### src/rtl/mfp_irq_ctrl.sv
// mfp_irq_ctrl: MFP68901 interrupt controller.
// Collects 16 event strobes into pending bits, gates them with the enable and
// mask registers, resolves fixed priority (channel 15 highest), drives IRQ and
// returns {VR[7:4], channel} on acknowledge. "A" registers hold channels 15..8,
// "B" registers hold channels 7..0.
module mfp_irq_ctrl (
   input  logic        CLK,
   input  logic        RST,
   input  logic [15:0] EVT,
   input  logic [3:0]  REG_SEL,
   input  logic        WE,
   input  logic [7:0]  DI,
   output logic [7:0]  DO,
   input  logic        IACK,
   output logic        IRQ,
   output logic [7:0]  VEC,
   output logic        VEC_VALID
);

   localparam logic [3:0] SEL_IERA = 4'd0;
   localparam logic [3:0] SEL_IERB = 4'd1;
   localparam logic [3:0] SEL_IPRA = 4'd2;
   localparam logic [3:0] SEL_IPRB = 4'd3;
   localparam logic [3:0] SEL_ISRA = 4'd4;
   localparam logic [3:0] SEL_ISRB = 4'd5;
   localparam logic [3:0] SEL_IMRA = 4'd6;
   localparam logic [3:0] SEL_IMRB = 4'd7;
   localparam logic [3:0] SEL_VR   = 4'd8;

   logic [15:0] r_ier;
   logic [15:0] r_ipr;
   logic [15:0] r_isr;
   logic [15:0] r_imr;
   logic [3:0]  r_vr_base;
   logic        r_vr_s;
   logic [7:0]  r_vec;
   logic        r_vec_valid;

   logic [15:0] w_active;
   logic [3:0]  w_h;
   logic        w_blocked;
   logic        w_irq;
   logic        w_ack;
   logic [15:0] w_ier_nxt;
   logic [15:0] w_ipr_nxt;
   logic [15:0] w_isr_nxt;
   logic [15:0] w_imr_nxt;

   // Priority encoder: highest pending-and-unmasked channel wins.
   always_comb begin
      w_active = r_ipr & r_imr;
      w_h      = 4'd0;
      for (int i = 0; i < 16; i++) begin
         if (w_active[i]) w_h = 4'(i);
      end
   end

   // Request: in software-EOI mode an in-service channel at or above h blocks.
   always_comb begin
      w_blocked = |(r_isr & (16'hFFFF << w_h));
      w_irq     = (|w_active) && (!r_vr_s || !w_blocked);
      w_ack     = IACK && w_irq;
   end

   // Next register values; ordering of the updates encodes collision priority.
   always_comb begin
      w_ier_nxt = r_ier;
      w_imr_nxt = r_imr;
      w_ipr_nxt = r_ipr;
      w_isr_nxt = r_isr;

      if (WE && REG_SEL == SEL_IERA) w_ier_nxt[15:8] = DI;
      if (WE && REG_SEL == SEL_IERB) w_ier_nxt[7:0]  = DI;
      if (WE && REG_SEL == SEL_IMRA) w_imr_nxt[15:8] = DI;
      if (WE && REG_SEL == SEL_IMRB) w_imr_nxt[7:0]  = DI;

      // Pending: ack clear and software clear lose to a same-cycle event
      // (gated by the old enable), and a disable beats everything.
      if (w_ack) w_ipr_nxt[w_h] = 1'b0;
      if (WE && REG_SEL == SEL_IPRA) w_ipr_nxt[15:8] = w_ipr_nxt[15:8] & DI;
      if (WE && REG_SEL == SEL_IPRB) w_ipr_nxt[7:0]  = w_ipr_nxt[7:0]  & DI;
      w_ipr_nxt = w_ipr_nxt | (EVT & r_ier);
      w_ipr_nxt = w_ipr_nxt & w_ier_nxt;

      // In-service: software clears first, acknowledge (old S) sets last.
      if (WE && REG_SEL == SEL_ISRA) w_isr_nxt[15:8] = w_isr_nxt[15:8] & DI;
      if (WE && REG_SEL == SEL_ISRB) w_isr_nxt[7:0]  = w_isr_nxt[7:0]  & DI;
      if (WE && REG_SEL == SEL_VR && !DI[3]) w_isr_nxt = 16'h0000;
      if (w_ack && r_vr_s) w_isr_nxt[w_h] = 1'b1;
   end

   // Register state, vector capture and the one-cycle vector-valid pulse.
   always_ff @(posedge CLK) begin
      if (RST) begin
         r_ier       <= 16'h0000;
         r_ipr       <= 16'h0000;
         r_isr       <= 16'h0000;
         r_imr       <= 16'h0000;
         r_vr_base   <= 4'h0;
         r_vr_s      <= 1'b0;
         r_vec       <= 8'h00;
         r_vec_valid <= 1'b0;
      end else begin
         r_ier       <= w_ier_nxt;
         r_ipr       <= w_ipr_nxt;
         r_isr       <= w_isr_nxt;
         r_imr       <= w_imr_nxt;
         r_vec_valid <= w_ack;
         if (w_ack) r_vec <= {r_vr_base, w_h};
         if (WE && REG_SEL == SEL_VR) begin
            r_vr_base <= DI[7:4];
            r_vr_s    <= DI[3];
         end
      end
   end

   // Read-back mux; unused selects read as zero.
   always_comb begin
      DO = 8'h00;
      case (REG_SEL)
         SEL_IERA: DO = r_ier[15:8];
         SEL_IERB: DO = r_ier[7:0];
         SEL_IPRA: DO = r_ipr[15:8];
         SEL_IPRB: DO = r_ipr[7:0];
         SEL_ISRA: DO = r_isr[15:8];
         SEL_ISRB: DO = r_isr[7:0];
         SEL_IMRA: DO = r_imr[15:8];
         SEL_IMRB: DO = r_imr[7:0];
         SEL_VR:   DO = {r_vr_base, r_vr_s, 3'b000};
         default:  DO = 8'h00;
      endcase
   end

   assign IRQ       = w_irq;
   assign VEC       = r_vec;
   assign VEC_VALID = r_vec_valid;

endmodule

### config.mk
export PLATFORM = sky130hd
export DESIGN_NAME = mfp_irq_ctrl
export DESIGN_NICKNAME = d
export VERILOG_FILES = /design/src/rtl/mfp_irq_ctrl.sv
export SDC_FILE = /design/constraint.sdc
export NUM_CORES = 1
export LEC_CHECK = 0
export CAP_MARGIN = 15
export CORE_ASPECT_RATIO = 0.8
export CORE_MARGIN = 2
export CORE_UTILIZATION = 40
export DETAILED_ROUTE_END_ITERATION = 16
export PLACE_DENSITY = 0.68
export SLEW_MARGIN = 10
export SYNTH_ARGS = -nofsm -noshare
export SYNTH_HDL_FRONTEND = slang
export SYNTH_SLANG_ARGS = --single-unit
export TNS_END_PERCENT = 1
### constraint.sdc
create_clock -name CLK -period 6.6 [get_ports CLK]
set_input_delay 1.98 -clock CLK [delete_from_list [all_inputs] [get_ports CLK]]
set_output_delay 1.98 -clock CLK [all_outputs]
set_load 0.05 [all_outputs]
# After elaboration in Yosys (flattened, before gate mapping)
# Cells that the tools add are included.
[totals] output_inout_bits=18 wordCells=80 input_bits=32 reg_bits=78
[classes] n_shift=1 reduce_logical=21 bitwise=12 magnitude_cmp=2 n_mux=27 eq_ne=8
[op_table] operator="bitwise AND 16 bit" n=5
[op_table] operator="one-hot mux 8 bit (9 select lines)" n=1
[op_table] operator="two-way mux 4 bit" n=14
[op_table] operator="two-way mux 16 bit" n=3
[op_table] operator="two-way mux 8 bit" n=6
[op_table] operator="bitwise AND 8 bit" n=4
[op_table] operator="OR 16 bit" n=2
[op_table] operator="OR reduction 16 bit" n=2
[op_table] operator="equality test 4 x 3 -> 1 bit (second input constant)" n=4
[op_table] operator="inverter 16 bit" n=1
[op_table] operator="left shift 16 x 4 -> 16 bit (first input constant)" n=1
[op_table] operator="logical AND 1 bit" n=14
[op_table] operator="equality test 4 x 2 -> 1 bit (second input constant)" n=2
[op_table] operator="< comparator 4 x 5 -> 1 bit (second input constant)" n=1
[op_table] operator="demux 1 bit (select 4 bit)" n=1
[op_table] operator="equality test 4 x 1 -> 1 bit (second input constant)" n=1
[op_table] operator="equality test 4 bit (second input constant)" n=1
[op_table] operator="greater-or-equal comparator 4 x 1 -> 1 bit (second input constant)" n=1
[op_table] operator="logical NOT 4 bit" n=1
[op_table] operator="logical NOT 1 bit" n=3
[op_table] operator="two-way mux 1 bit" n=2
[op_table] operator="logical OR 1 bit" n=1

# Logic depth before layout (Yosys ltp)
[logic_depth] word_depth=28 ltp_mapped=11

# Worst setup path before layout
# No wires, ideal clock.
[synth_timing] path_type="input to output" start="input port REG_SEL[0]" end="output port DO[4]" path_buffers=1 path_slack_ns=0.486 stages=6 required_ns=4.620 arrival_ns=4.134 cell_sequence="nor2b_1 -> nor3b_1 -> clkbuf_1 -> a221o_1 -> a21oi_1 -> o21ai_0"
[synth_via] elab_chain_len=2 word_cells_on_any_way=10 classes_between="eq/ne (8); mux (1); reduce/logical (1)"
[synth_rtl] item="from (decl)" line="10" text="input logic [3:0] REG_SEL,"
[synth_rtl] item="equality test 4 bit (tied with other cells)" line="120" text="case (REG_SEL)"
[synth_rtl] item="one-hot mux 8 bit (9 select lines) *" line="120"
[synth_rtl] item="to (decl)" line="13" text="output logic [7:0] DO,"
# Every way passes the cells marked *; elsewhere a longest branch is shown, timed or not.

# Final worst setup path
[layout_timing] start="input port REG_SEL[0]" end="output port DO[3]"
# Same word-level chain as after synthesis.

==> reports/qor.yml <==
status:
  status: "finished clean"
critical_path:
  arrival_ns: 4.20
  crit_slowest_cell: "and3b_1"
  critPathKind: "in -> out"
  path_cells: "clkdlybuf4s50_1 -> buf_4 -> nor2b_1 -> and3b_1 -> a221o_1 -> o21ai_0 -> a21oi_1 -> buf_12"
  end_kind: "output port"
  start_kind: "input port"
  cp_max_fo: 30
  critPathMaxStageDelay_ns: 0.46
  critPathRequiredTime_ns: 4.62
timing:
  tns_ns: 0
  rsz0062_at_grt: "no"
  final-hold-violation-count: 0
  setup_viol_count_final: 0
  finClkSkew_ns: 0.004953
  finalCritPeriodShare_pct: 93.60
  fin_ws_ns: 0.4225
  drv_slew: 0
  slew_headroom_pct: 48.12
  tightestPinTransition_ns: 0.7753
  period_needed_ns: 6.177
  clock.fmax_ghz: 0.1619
job:
  maxCapViolCount: 0
die:
  initial_core_util_pct: 40.89
  dieArea_sq_um: 11910
  die_x_um: 121.5
  die_h_um: 98
  row_count: 34
  io_pins: 50
  core_sq_um: 10810
finish:
  area_growth_pct: 23.05
  fin_nets: 599
  drive_gt1_share_pct: 14.34
  multi_input_area_sq_um: 2663
  fillers: 1084
  register_area_sq_um: 1562
  n_antenna_cell: 0
routing:
  ant_nets: 0
  drtIter0Drc: 548
  vias: 4614
  routed_via_density: 6.444
  drc: 0
  routed_wl_um: 16830
  drt-pass1-iter-count: 5
  routedWlPerCell_um: 23.51
synth:
  yosysTopAreaCell: "dfxtp_1"
  async_flop_share_pct: 0
  seq_area_frac_synth_pct: 35.34
  synthFlopType: "dfxtp_1"
  synth_cell_types: 66
  syn_area_sq_um: 4418
  synth_nets: 562
  avgSynthCellArea_sq_um: 8.336
  synth_edf_count: 0
  synth-seq-cells: 78
  yosys_warnings: 0
  yosysTopAreaCellShare_pct: 35.34
  synth_area_leaders: "dfxtp_1 (35%), nand2_1 (5.3%), mux2i_1 (5.2%)"
  synthCells: 530
pwr:
  vdd.ir_drop.worst_mv: 0.1657
  power_density_nw_per_um2: 205.9
  power.leakage_nw: 1.857
cts:
  clk_pin_slew_ns: 0.06
  cts_root_buf: "clkbuf_16"
  ctsResizeCount: 0
  h-tree-depth: 3
  hold_buffers: 0
  numClockSinks: 78
  cts.path.max_buffers: 2
  cts_made_buffers: 9
  cts_tree: "done"
  postCtsSetupRepairBufs: 0
  clock_latency_ns: 0.34
global_routing:
  track_usage_pct: 29.12
  grt_overflow_total: 0
  grt_pass1_vias: 4336
  antenna_found_initial: 1
  grt_pass1_wl_um: 26140
  grt_max_degree: 55
place:
  port_buffers: 49
  dpl.hpwl_um: 12480
  place_congestion: 0.9880
  dp_slack_ns: 0.4838
hold_path:
  hold_class: "reg -> reg"
## worst max-delay path: cells and delay by family
kind,cells,cell delay (ns)
compound gates,3,0.74
buf+inv,3,0.85
simple gates,2,0.63
## where the power goes
group	internal [mW]	switching, mW	leakage, nW
clock network	0.344	0.207	0.159
logic	0.0359	0.0541	1.07
registers	0.474	0.00399	0.629
total	0.854	0.265	1.86
## metal layers
layer | routed length, um | up-vias | global-route usage [%] | share of wire (%)
li1 | - | 2078 | - | -
met1 | 7444 | 2216 | 42.66 | 44
met2 | 6873 | 275 | 40.36 | 41
met3 | 1950 | 45 | 8.236 | 12
met4 | 566 | 0 | 10.43 | 3.4
met5 | 0 | - | 0 | 0
## cell type report
class	instances	share of cell area, %
clock inverter	6	1.726
inverter	5	0.3452
timing repair buffer	66	12.52
sequential	78	28.72
tap	144	3.314
clock buffer	10	4.396
multi-input combinational	407	48.98
## flip-flops by register name, indices dropped and copies added (netlist names)
| register | flops |
|---|---|
| VEC | 8 |
| VEC_VALID | 1 |
| r_ier | 16 |
| r_imr | 16 |
| r_ipr | 16 |
| r_isr | 16 |
| r_vr_base | 4 |
| r_vr_s | 1 |
## final timing paths
kind	slack [ns]	end	depth (start not counted)	start
hold / removal	0.47	VEC[7]$_SDFFE_PP0N_	2	VEC[7]$_SDFFE_PP0N_
setup reg to reg	3.38	r_isr[12]$_SDFF_PP0_	7	r_ipr[11]$_SDFF_PP0_
setup / recovery	0.42	DO[3]	8	REG_SEL[0]
hold reg to reg	0.47	VEC[7]$_SDFFE_PP0N_	2	VEC[7]$_SDFFE_PP0N_
## cell families (layout without fill, tap and decap cells)
group	Yosys count	after routing	share of synthesized area, %
DFF	78	78	35.34
muxes	33	33	7.845
AOI/OAI and AO/OA	184	184	31.04
and+or+nand+nor	190	190	21.38
buffers and inverters	45	87	4.390
## synthesized netlist by cell type (9+ instances only)
| library cell | n |
|---|---|
| o211ai_1 | 28 |
| a21oi_1 | 35 |
| mux2_2 | 9 |
| nor3_1 | 9 |
| nand2_1 | 62 |
| a31oi_1 | 13 |
| o21ai_0 | 20 |
| nand3_1 | 42 |
| dfxtp_1 | 78 |
| nor2b_1 | 9 |
| and3_1 | 12 |
| a22oi_1 | 10 |
| nand2b_1 | 10 |
| clkbuf_1 | 27 |
| mux2i_1 | 23 |
| nor2_1 | 27 |
## cells in the final DEF (no fill, tap or decap), types with 10 or more instances in the layout
master / Yosys / layout
o21ai_0: 20 / 20
nand3_1: 42 / 42
o211ai_1: 28 / 28
mux2i_1: 23 / 23
buf_4: 1 / 18
a22oi_1: 10 / 10
a31oi_1: 13 / 13
and3_1: 12 / 12
nor2_1: 27 / 27
nand2b_1: 10 / 10
clkdlybuf4s50_1: 0 / 40
a21oi_1: 35 / 35
nand2_1: 62 / 62
dfxtp_1: 78 / 78
## stage by stage
stage	instance area, sq um	total power [mW]	std cells	util [%]	hold WS (ns)
CTS	5436	1.120	716	50.31	0.4784
global placement	5104	0.5749	700	47.23	0.4589
global route	5436	1.148	716	50.31	0.4868
floorplan	4418	0.5303	530	-	0.4442
finish	5436	1.119	716	50.31	0.4744
detailed placement	5104	0.5759	700	47.23	0.4697
(Power assumes the default switching activity.)
